===== config.mk =====
export PLATFORM = sky130hd
export DESIGN_NAME = mc_controller
export DESIGN_NICKNAME = d
export VERILOG_FILES = /design/src/rtl/mc_controller.sv
export SDC_FILE = /design/constraint.sdc
export NUM_CORES = 1
export LEC_CHECK = 0
export BUFFER_PORTS_ARGS = -buffer_cell sky130_fd_sc_hd__buf_2
export CAP_MARGIN = 40
export CORE_MARGIN = 5
export CORE_UTILIZATION = 30
export DETAILED_ROUTE_END_ITERATION = 10
export GPL_TIMING_DRIVEN = 0
export MAX_ROUTING_LAYER = met4
export PLACE_DENSITY = 0.66
export SLEW_MARGIN = 5
export SYNTH_ARGS = -nofsm -noshare
export SYNTH_HDL_FRONTEND = slang
export SYNTH_SLANG_ARGS = --single-unit

===== constraint.sdc =====
create_clock -name clk -period 4 [get_ports clk]
set_input_delay 0.6 -clock clk [delete_from_list [all_inputs] [get_ports clk]]
set_output_delay 0.6 -clock clk [all_outputs]
set_load 0.05 [all_outputs]

===== src/rtl/mc_controller.sv =====
// Multicycle MIPS control unit: Moore FSM sequencing fetch/decode/execute/writeback
// and decoding every datapath enable, mux select and the ALU function code.
module mc_controller (
  input  logic       clk,
  input  logic       reset,
  input  logic [5:0] op,
  input  logic [5:0] funct,
  input  logic       zero,
  output logic [2:0] alucontrol,
  output logic       alusrca,
  output logic [1:0] alusrcb,
  output logic [1:0] pcsrc,
  output logic       iord,
  output logic       memtoreg,
  output logic       regdst,
  output logic       irwrite,
  output logic       memwrite,
  output logic       regwrite,
  output logic       pcen,
  output logic       illegal
);

  localparam logic [5:0] OP_RTYPE = 6'b000000;
  localparam logic [5:0] OP_LW    = 6'b100011;
  localparam logic [5:0] OP_SW    = 6'b101011;
  localparam logic [5:0] OP_BEQ   = 6'b000100;
  localparam logic [5:0] OP_ADDI  = 6'b001000;
  localparam logic [5:0] OP_ORI   = 6'b001101;
  localparam logic [5:0] OP_J     = 6'b000010;

  localparam logic [2:0] ALU_AND = 3'b000;
  localparam logic [2:0] ALU_OR  = 3'b001;
  localparam logic [2:0] ALU_ADD = 3'b010;
  localparam logic [2:0] ALU_SUB = 3'b110;
  localparam logic [2:0] ALU_SLT = 3'b111;

  typedef enum logic [3:0] {
    S_FETCH, S_DECODE, S_MEMADR, S_MEMRD, S_MEMWB, S_MEMWR,
    S_RTYPEEX, S_ALUWB, S_BRANCH, S_IMMEX, S_IMMWB, S_JUMP
  } state_t;

  state_t     state_q, state_d, out_state;
  logic       illegal_q, illegal_d;
  logic [2:0] funct_alu;
  logic       funct_ok;
  logic       pcwrite, branch;

  always_ff @(posedge clk) begin
    if (reset) begin
      state_q   <= S_FETCH;
      illegal_q <= 1'b0;
    end else begin
      state_q   <= state_d;
      illegal_q <= illegal_d;
    end
  end

  always_comb begin
    funct_ok  = 1'b1;
    funct_alu = ALU_ADD;
    case (funct)
      6'b100000: funct_alu = ALU_ADD;
      6'b100010: funct_alu = ALU_SUB;
      6'b100100: funct_alu = ALU_AND;
      6'b100101: funct_alu = ALU_OR;
      6'b101010: funct_alu = ALU_SLT;
      default:   funct_ok  = 1'b0;
    endcase
  end

  always_comb begin
    state_d   = state_q;
    illegal_d = illegal_q;
    case (state_q)
      S_FETCH:  state_d = S_DECODE;
      S_DECODE: begin
        case (op)
          OP_LW, OP_SW:     state_d = S_MEMADR;
          OP_RTYPE:         state_d = S_RTYPEEX;
          OP_BEQ:           state_d = S_BRANCH;
          OP_ADDI, OP_ORI:  state_d = S_IMMEX;
          OP_J:             state_d = S_JUMP;
          default: begin
            state_d   = S_FETCH;
            illegal_d = 1'b1;
          end
        endcase
      end
      S_MEMADR:  state_d = (op == OP_SW) ? S_MEMWR : S_MEMRD;
      S_MEMRD:   state_d = S_MEMWB;
      S_RTYPEEX: begin
        state_d = S_ALUWB;
        if (!funct_ok) illegal_d = 1'b1;
      end
      S_IMMEX:   state_d = S_IMMWB;
      default:   state_d = S_FETCH;
    endcase
  end

  // Reset presents FETCH selects immediately, with every write enable suppressed.
  always_comb begin
    out_state  = reset ? S_FETCH : state_q;
    alucontrol = ALU_AND;
    alusrca    = 1'b0;
    alusrcb    = 2'b00;
    pcsrc      = 2'b00;
    iord       = 1'b0;
    memtoreg   = 1'b0;
    regdst     = 1'b0;
    irwrite    = 1'b0;
    memwrite   = 1'b0;
    regwrite   = 1'b0;
    pcwrite    = 1'b0;
    branch     = 1'b0;
    case (out_state)
      S_FETCH: begin
        alusrcb    = 2'b01;
        alucontrol = ALU_ADD;
        irwrite    = 1'b1;
        pcwrite    = 1'b1;
      end
      S_DECODE: begin
        alusrcb    = 2'b11;
        alucontrol = ALU_ADD;
      end
      S_MEMADR: begin
        alusrca    = 1'b1;
        alusrcb    = 2'b10;
        alucontrol = ALU_ADD;
      end
      S_MEMRD: iord = 1'b1;
      S_MEMWB: begin
        memtoreg = 1'b1;
        regwrite = 1'b1;
      end
      S_MEMWR: begin
        iord     = 1'b1;
        memwrite = 1'b1;
      end
      S_RTYPEEX: begin
        alusrca    = 1'b1;
        alucontrol = funct_alu;
      end
      S_ALUWB: begin
        regdst   = 1'b1;
        regwrite = 1'b1;
      end
      S_BRANCH: begin
        alusrca    = 1'b1;
        alucontrol = ALU_SUB;
        pcsrc      = 2'b01;
        branch     = 1'b1;
      end
      S_IMMEX: begin
        alusrca    = 1'b1;
        alusrcb    = 2'b10;
        alucontrol = (op == OP_ORI) ? ALU_OR : ALU_ADD;
      end
      S_IMMWB: regwrite = 1'b1;
      S_JUMP: begin
        pcsrc   = 2'b10;
        pcwrite = 1'b1;
      end
      default: ;
    endcase
    if (reset) begin
      irwrite  = 1'b0;
      memwrite = 1'b0;
      regwrite = 1'b0;
      pcwrite  = 1'b0;
      branch   = 1'b0;
    end
    pcen = pcwrite | (branch & zero);
  end

  assign illegal = illegal_q;

endmodule


=== Yosys cells after proc, flatten, opt, wreduce, memory -nomap -nowiden ===
Cells that the tools add are included.

* Equal/unequal tests: 29
* Multiplexer cells: 27
* Bitwise gates (word level): 2
* Reductions and logical operators: 15

{| class="wikitable"
|+ Operators by type and width
! operator !! number
|-
| $eq A6 B6 Y1 const B || 7
|-
| $pmux W3 S4 || 2
|-
| $pmux W4 S6 || 1
|-
| $eq A4 B3 Y1 const B || 5
|-
| $eq A4 B4 Y1 const B || 5
|-
| $pmux W4 S5 || 1
|-
| $mux W1 || 17
|-
| $eq A4 B2 Y1 const B || 4
|-
| $eq A6 B4 Y1 const B || 2
|-
| $reduce_or A2 Y1 || 5
|-
| $eq A4 B1 Y1 const B || 2
|-
| $logic_not A4 Y1 || 2
|-
| $reduce_or A7 Y1 || 1
|-
| $eq A6 B2 Y1 const B || 1
|-
| $eq A6 B3 Y1 const B || 1
|-
| $logic_not A6 Y1 || 1
|-
| $pmux W2 S3 || 1
|-
| $reduce_or A3 Y1 || 2
|-
| $reduce_or A5 Y1 || 1
|-
| $mux W4 || 1
|-
| $ne A2 B2 Y1 const B || 2
|-
| $pmux W2 S2 || 1
|-
| $reduce_or A4 Y1 || 1
|-
| $mux W3 || 1
|-
| other kinds (6) || 6
|}

* Register bits: 5
* Bits of input ports: 15
* Output and inout bits: 16
* Logic and storage cells: 75

=== Logic depth before layout (Yosys ltp) ===
Gate-level depths: netlist of run 1.

* Depth after elaboration: 6
* Depth in mapped cells: 5
* Gate-level depth less buffers: 4

=== Worst setup path before layout of run 1 ===
No wires, ideal clock.

* Path type: in2out
* Start point: in reset
* End point: out alucontrol[2]
* Arrival time: 2417 ps
* Required time: 3400 ps
* Path slack: 983 ps
* Cell stages on the path: 3
* Buffers on the path: 0
* Path through: nand2b_1 -> nor3_1 -> o21bai_1

* Longest elaborated chain between the ends: 4
* Elaborated cells between the ends (all ways): 9
* Classes of those cells: eq/ne: 5; mux: 2; reduce/logical: 2

{| class="wikitable"
|+ RTL lines
! item !! line !! text
|-
| start, declared || 5 || <nowiki>input logic reset,</nowiki>
|-
| $mux W4 * || 102 || <nowiki>out_state = reset ? S_FETCH : state_q;</nowiki>
|-
| $eq A4 B2 Y1, or another cell as far along || 115 || <nowiki>case (out_state)</nowiki>
|-
| $reduce_or A3 Y1 (no line) || n/a ||
|-
| $pmux W3 S4 * || 115 ||
|-
| end, declared || 9 || <nowiki>output logic [2:0] alucontrol,</nowiki>
|}

Mark *: on every way between the ends. The rest lies on a longest branch, timed or not.

=== Worst setup path in the final report of run 1 ===
* Start point: in op[1]
* End point: out alucontrol[1]

* Longest elaborated chain between the ends: 3

{| class="wikitable"
|+ RTL lines
! item !! line !! text
|-
| start, declared || 6 || <nowiki>input logic [5:0] op,</nowiki>
|-
| $eq A6 B4 Y1 || 157 || <nowiki>alucontrol = (op == OP_ORI) ? ALU_OR : ALU_ADD;</nowiki>
|-
| $mux W2 || 157 ||
|-
| $pmux W3 S4 || 115 ||
|}

Every way passes these cells.

==> results of run 1 <==
-- metrics by stage --
| step | total power [mW] | util [%] |
|---|---|---|
| 2_1_floorplan | 0.102 | - |
| 3_3_place_gp | 0.120 | 39.1 |
| 3_5_place_dp | 0.121 | 39.1 |
| 4_1_cts | 0.180 | 40.3 |
| 5_1_grt | 0.188 | 40.3 |
| 6_report | 0.178 | 40.3 |
-- cell families after synthesis --
logic type	Yosys count
buffers and inverters	14
AND/OR/NAND/NOR	44
AO/OA/AOI/OAI	29
flip-flops	5
XOR/XNOR	3
multiplexers	1
adder cells (fa/ha/maj)	1
-- flip-flops by register name, summed over array words and instances, names as in the netlist --
register and cells:
state_q 4, illegal 1
-- metal layers --
metal / vias to the layer above / routed length [µm]
met2: 28 / 894
met1: 373 / 891
met4: 0 / 53
li1: 428 / -
met5: - / 0
met3: 4 / 164
-- layout make-up --
cell class / instances / area, µm²
multi-input combinational: 78 / 518
tap: 28 / 35.0
timing repair buffer: 27 / 135
buffer: 9 / 48.8
inverter: 5 / 18.8
clock buffer: 4 / 26.3
fill: 241 / 1310
sequential: 5 / 100
-- worst reg2reg max path: stages, from the launching register on --
cell and delay, ps:
dfxtp_1 300, buf_2 170, nand2b_4 170, nor3b_1 350, a21oi_1 120, o32ai_1 130
-- power by group through the flow --
| stage | clock [mW] | sequential, mW | combinational [mW] |
|---|---|---|---|
| floorplan | 0 | 0.0591 | 0.0425 |
| global placement | 0 | 0.0549 | 0.0649 |
| detailed placement | 0 | 0.0549 | 0.0663 |
| CTS | 0.0596 | 0.0540 | 0.0666 |
| global route | 0.0614 | 0.0545 | 0.0717 |
| finish | 0.0579 | 0.0540 | 0.0665 |
-- worst paths after layout --
path / slack, ps / cells past startpoint / end / from
worst max register to register: 2680 / 5 / illegal / state_q[3]
worst min register to register: 510 / 2 / illegal / illegal
worst min-delay path: 510 / 2 / illegal / illegal
worst max-delay path: 1430 / 6 / alucontrol[1] / op[1]
-- cells in the final DEF (no fill, tap or decap), types with 2 or more instances in the layout --
cell type   n
inv_1       5
a21oi_1     8
clkbuf_4    3
nand2_1     2
nand2b_1    3
nor4_1      2
nor3b_1     4
dfxtp_1     5
o32ai_1     2
nor3_1     10
o21ai_0     5
nand3_1     2
or3_1       2
clkbuf_1    3
nor2b_1     2
buf_2      33
a211oi_1    2
xor2_1      2
nor2_1      5
nand4_1     2
-- Yosys cell counts (2+ instances only) --
| master | n | share of area, % |
|---|---|---|
| nor2_1 | 5 | 2.7 |
| o32ai_1 | 2 | 2.6 |
| nand3_1 | 2 | 1.5 |
| nor3b_1 | 4 | 4.4 |
| dfxtp_1 | 5 | 15 |
| nor3_1 | 10 | 7.3 |
| nor2b_1 | 2 | 1.8 |
| or3_1 | 2 | 1.8 |
| o21ai_0 | 5 | 3.6 |
| buf_2 | 6 | 4.4 |
| nand4_1 | 2 | 1.8 |
| a211oi_1 | 2 | 2.2 |
| nor4_1 | 2 | 1.8 |
| xor2_1 | 2 | 2.6 |
| clkbuf_1 | 2 | 1.1 |
| a21oi_1 | 8 | 5.8 |
| nand2b_1 | 3 | 2.7 |
| inv_1 | 5 | 2.7 |
| nand2_1 | 2 | 1.1 |
==> flow_summary.yaml, run 1 <==
status:
  status: "complete, no violations"
floorplan:
  die_y_um: 57.8
  start_util_pct: 31.3
  fp.dieW_um: 57.8
  ios: 31
  rows: 17
  die-area_um2: 3340
  core_um2: 2190
timing:
  holdWs_ps: 512
  max_clock_freq_mhz: 389
  postLayoutSetupSlackWorst_ps: 1430
  worst_pin_slew_ps: 436
  fin_tns_setup_ps: 0
  min_period_ps: 2570
  max_slew_margin_pct: 71.0
  finalSetupViolCount: 0
  finalCritPeriodShare_pct: 64.2
  finClkSkew_ps: 2.11
  drv_slew: 0
  hold_violations: 0
  rsz0062_at_grt: "no"
detailed_routing:
  drt_iter0_markers: 22
  antenna_left: 0
  first_pass_iters: 4
  viasPerCell: 5.34
  vias: 833
  drc: 0
  wl_um: 2000
  wl_per_cell_um: 12.8
placement:
  place_area_um2: 856
  io_buffers: 27
  dp_cells: 152
  dpl.hpwl_um: 1590
  place_worst_setup_slack_ps: 1410
  place.gp.congestion: 0.839
yosys:
  ys_seq_area_share_pct: 14.6
  synth-async-reset-ratio_pct: 0
  syn_area_um2: 686
  synth_nets: 112
  synth_top_family_by_area: "simple AND/OR/NAND/NOR gates"
  synth_edf_count: 0
  yosys_warnings: 0
  synth_mux_area_share_pct: 1.46
  synthCells: 97
  synth_flop_cell: "dfxtp_1"
  synth_seq_cells: 5
  ys_types: 45
  synthSimpleGateAreaFrac_pct: 40.1
  synth-xor-area-share_pct: 3.83
  synthAdderAreaFrac_pct: 1.46
  avgSynthCellArea_um2: 7.07
  synth_compound_area_share_pct: 28.6
worst_setup_path:
  critPathMaxStageDelay_ps: 330
  worstPathCellList: "buf_2 -> nor3_2 -> nand4_1 -> o311a_1 -> a211o_1 -> buf_2"
  path_delay_family: "compound AO/OA/AOI/OAI gates"
  crit_type: "in2out"
  cp-start-kind: "primary input"
  crit_slowest_cell: "o311a_1"
  endpoint_kind: "output pin"
  crit_required_ps: 3400
  worstPathArrival_ps: 1970
  cp_num_buf_inv: 2
  cp_common_cell: "buf_2"
  critPathMaxFanout: 7
pwr:
  p_switching_mw: 0.0654
  p_int_mw: 0.113
  pwr-share-comb_pct: 37.2
  p_leak_nw: 0.377
  peakVddDrop_mv: 0.0824
  pwr-share-clk_pct: 32.5
  sw_frac_of_total_pct: 36.7
  seqPwrFrac_pct: 30.3
  powerDensity_nw_per_um2: 202
final_layout:
  drive_gt1_share_pct: 35.9
  antenna-diode-count: 0
  stdcell_count: 156
  layout.nets: 144
  fin_area_um2: 882
  areaGrowthSynthToFinish_pct: 28.6
clock_network:
  cts_setup_buffers: 0
  cts_root_buffer: "clkbuf_4"
  clk_latency_ps: 240
  htreeDepth: 1
  postCtsHoldBufs: 0
  cts_made_buffers: 3
  clk_pin_slew_worst_paths_ps: 40
  cts_buffer_depth: 2
  clkSinkCount: 5
  cts_resized: 0
  cts_tree: "yes"
global_route:
  grt.busiest_layer: "met2"
  use_met2_pct: 21.0
  grt_max_degree: 11
  grt.overflow.total: 0
  grt_pass1_vias: 752
  grt_pass1_wl_um: 3290
  grt_use_met1_pct: 14.4
  met3_usage_pct: 1.78
  antenna_found_initial: 0
  track_usage_pct: 12.7
min_path:
  min_path_type: "reg2reg"
run:
  max-cap-violations: 0
Note: power is estimated with default switching activity, not from simulation.
==> run 2, diff against run 1 <==
Clock period 4 ns to 2.4 ns, I/O delays scaled along.
==> run 2 against run 1 <==
Die area stayed put. Register-to-register slack worse by 1600 ps. Count of clock-buffer cells in the layout stayed put. Routed wire length is 0.50% lower. Clock skew is 0.60 ps lower. Largest power group unchanged. Critical path type is now reg2out. First-iteration DRC count is 27% higher. Flip-flop and latch count stayed put.
==> flow_summary.yaml, run 2 (synthesis results as in run 1) <==
timing:
  fin_tns_setup_ps: 0
  hold_violations: 0
  finalCritPeriodShare_pct: 91.8
  max_slew_margin_pct: 68.5
  holdWs_ps: 506
  worst_pin_slew_ps: 472
  finalSetupViolCount: 0
  rsz0062_at_grt: "no"
  max_clock_freq_mhz: 454
  drv_slew: 0
  min_period_ps: 2200
  finClkSkew_ps: 1.51
detailed_routing:
  viasPerCell: 5.42
  antenna_left: 0
  drt_iter0_markers: 28
  wl_um: 1990
  drc: 0
  first_pass_iters: 4
  vias: 845
  wl_per_cell_um: 12.8
final_layout:
  layout.nets: 144
  areaGrowthSynthToFinish_pct: 30.3
  fin_util_pct: 40.8
  drive_gt1_share_pct: 37.5
  largest_reg_flops: 4
  regMostFlops: "state_q"
  multi_input_area_um2: 529
  final_cell_mix: "buf_2, nor3_1, a21oi_1"
  nFillCells: 238
  final-seq-area_um2: 100
  final_common_cell: "buf_2"
  antenna-diode-count: 0
clock_network:
  cts_tree: "yes"
  cts_made_buffers: 3
  clkSinkCount: 5
  postCtsHoldBufs: 0
  htreeDepth: 1
  cts_buffer_depth: 2
  cts_setup_buffers: 0
  clk_latency_ps: 240
  cts_resized: 0
  cts_root_buffer: "clkbuf_4"
  clk_pin_slew_worst_paths_ps: 40
floorplan:
  start_util_pct: 31.3
  fp.dieW_um: 57.8
  core_um2: 2190
  ios: 31
  die_y_um: 57.8
  die-area_um2: 3340
  rows: 17
worst_setup_path:
  cp_common_cell: "buf_2"
  critPathMaxFanout: 10
  worstPathCellList: "buf_2 -> nand2b_4 -> nor3b_1 -> nand3b_1 -> o32ai_1 -> buf_2"
  crit_slowest_cell: "nor3b_1"
  rr_startpoint: "state_q[3]"
  worstPathArrival_ps: 1840
  r2r_end: "illegal"
  cp-start-kind: "flip-flop"
  crit_type: "reg2out"
  endpoint_kind: "output pin"
  critPathMaxStageDelay_ps: 360
  rrSetupSlack_ps: 1060
  reg2reg_depth: 5
  crit_required_ps: 2040
run:
  max-cap-violations: 0
placement:
  place.gp.congestion: 0.893
  io_buffers: 27
  dpl.hpwl_um: 1560
global_route:
  grt_pass1_wl_um: 3260
  antenna_found_initial: 0
  grt_pass1_vias: 763
  grt.overflow.total: 0
  track_usage_pct: 12.5
  grt_max_degree: 11
pwr:
  powerDensity_nw_per_um2: 334
  power.total_mw: 0.298
  peakVddDrop_mv: 0.165
  p_leak_nw: 0.381
min_path:
  min_path_type: "reg2reg"
  min_delay_path_depth: 2
  hold_end: "illegal"
  hp-start: "illegal"
status:
  status: "complete, no violations"
## run 2: cell counts in the layout (fill, tap and decap cells not counted)
Identical to the previous run, type by type.
## run 2: how the worst max path moves through the flow
stage	start	to	slack, ps
after floorplan	state_q[1]	alusrcb[1]	90
after detailed placement	op[1]	alucontrol[1]	310
after CTS	state_q[3]	alucontrol[0]	180
after global routing	state_q[3]	alucontrol[0]	110
final	state_q[3]	alucontrol[0]	200
after global placement	op[1]	alucontrol[1]	330
## run 2: where the power goes
part	leakage, nW	internal, mW	total [mW]	switching [mW]
sequential	0.0409	0.0876	0.0900	0.00242
clock	0.0150	0.0628	0.0969	0.0340
combinational	0.325	0.0380	0.111	0.0734
## run 2: stage by stage
stage | cell area, µm² | setup slack, ps | cells
floorplan | 697 | 88.7 | 97
global placement | 867 | 333 | 152
detailed placement | 867 | 315 | 152
CTS | 893 | 180 | 156
global route | 893 | 111 | 156
finish | 893 | 196 | 156
## run 2: layer usage
layer	track usage [%]	wire length (µm)	vias up	share of wire (%)
met5	-	0	-	0
met1	15.3	896	382	45
met2	19.5	930	33	47
met3	2.45	142	4	7.1
met4	5.96	25	0	1.3
li1	-	-	426	-
## run 2: final cells by class
cell class | instances | share of cell area [%]
Tap cell | 28 | 3.92
Inverter | 5 | 2.10
Clock buffer | 4 | 2.94
Buffer | 9 | 5.46
Sequential cell | 5 | 11.2
Timing Repair Buffer | 27 | 15.1
Multi-Input combinational cell | 78 | 59.2
## run 2: worst max-delay path, delay by kind of cell (launching register included)
kind            cells  cell delay [ps]
compound gates      1              130
simple gates        3              690
flops               1              300
buf+inv             2              480
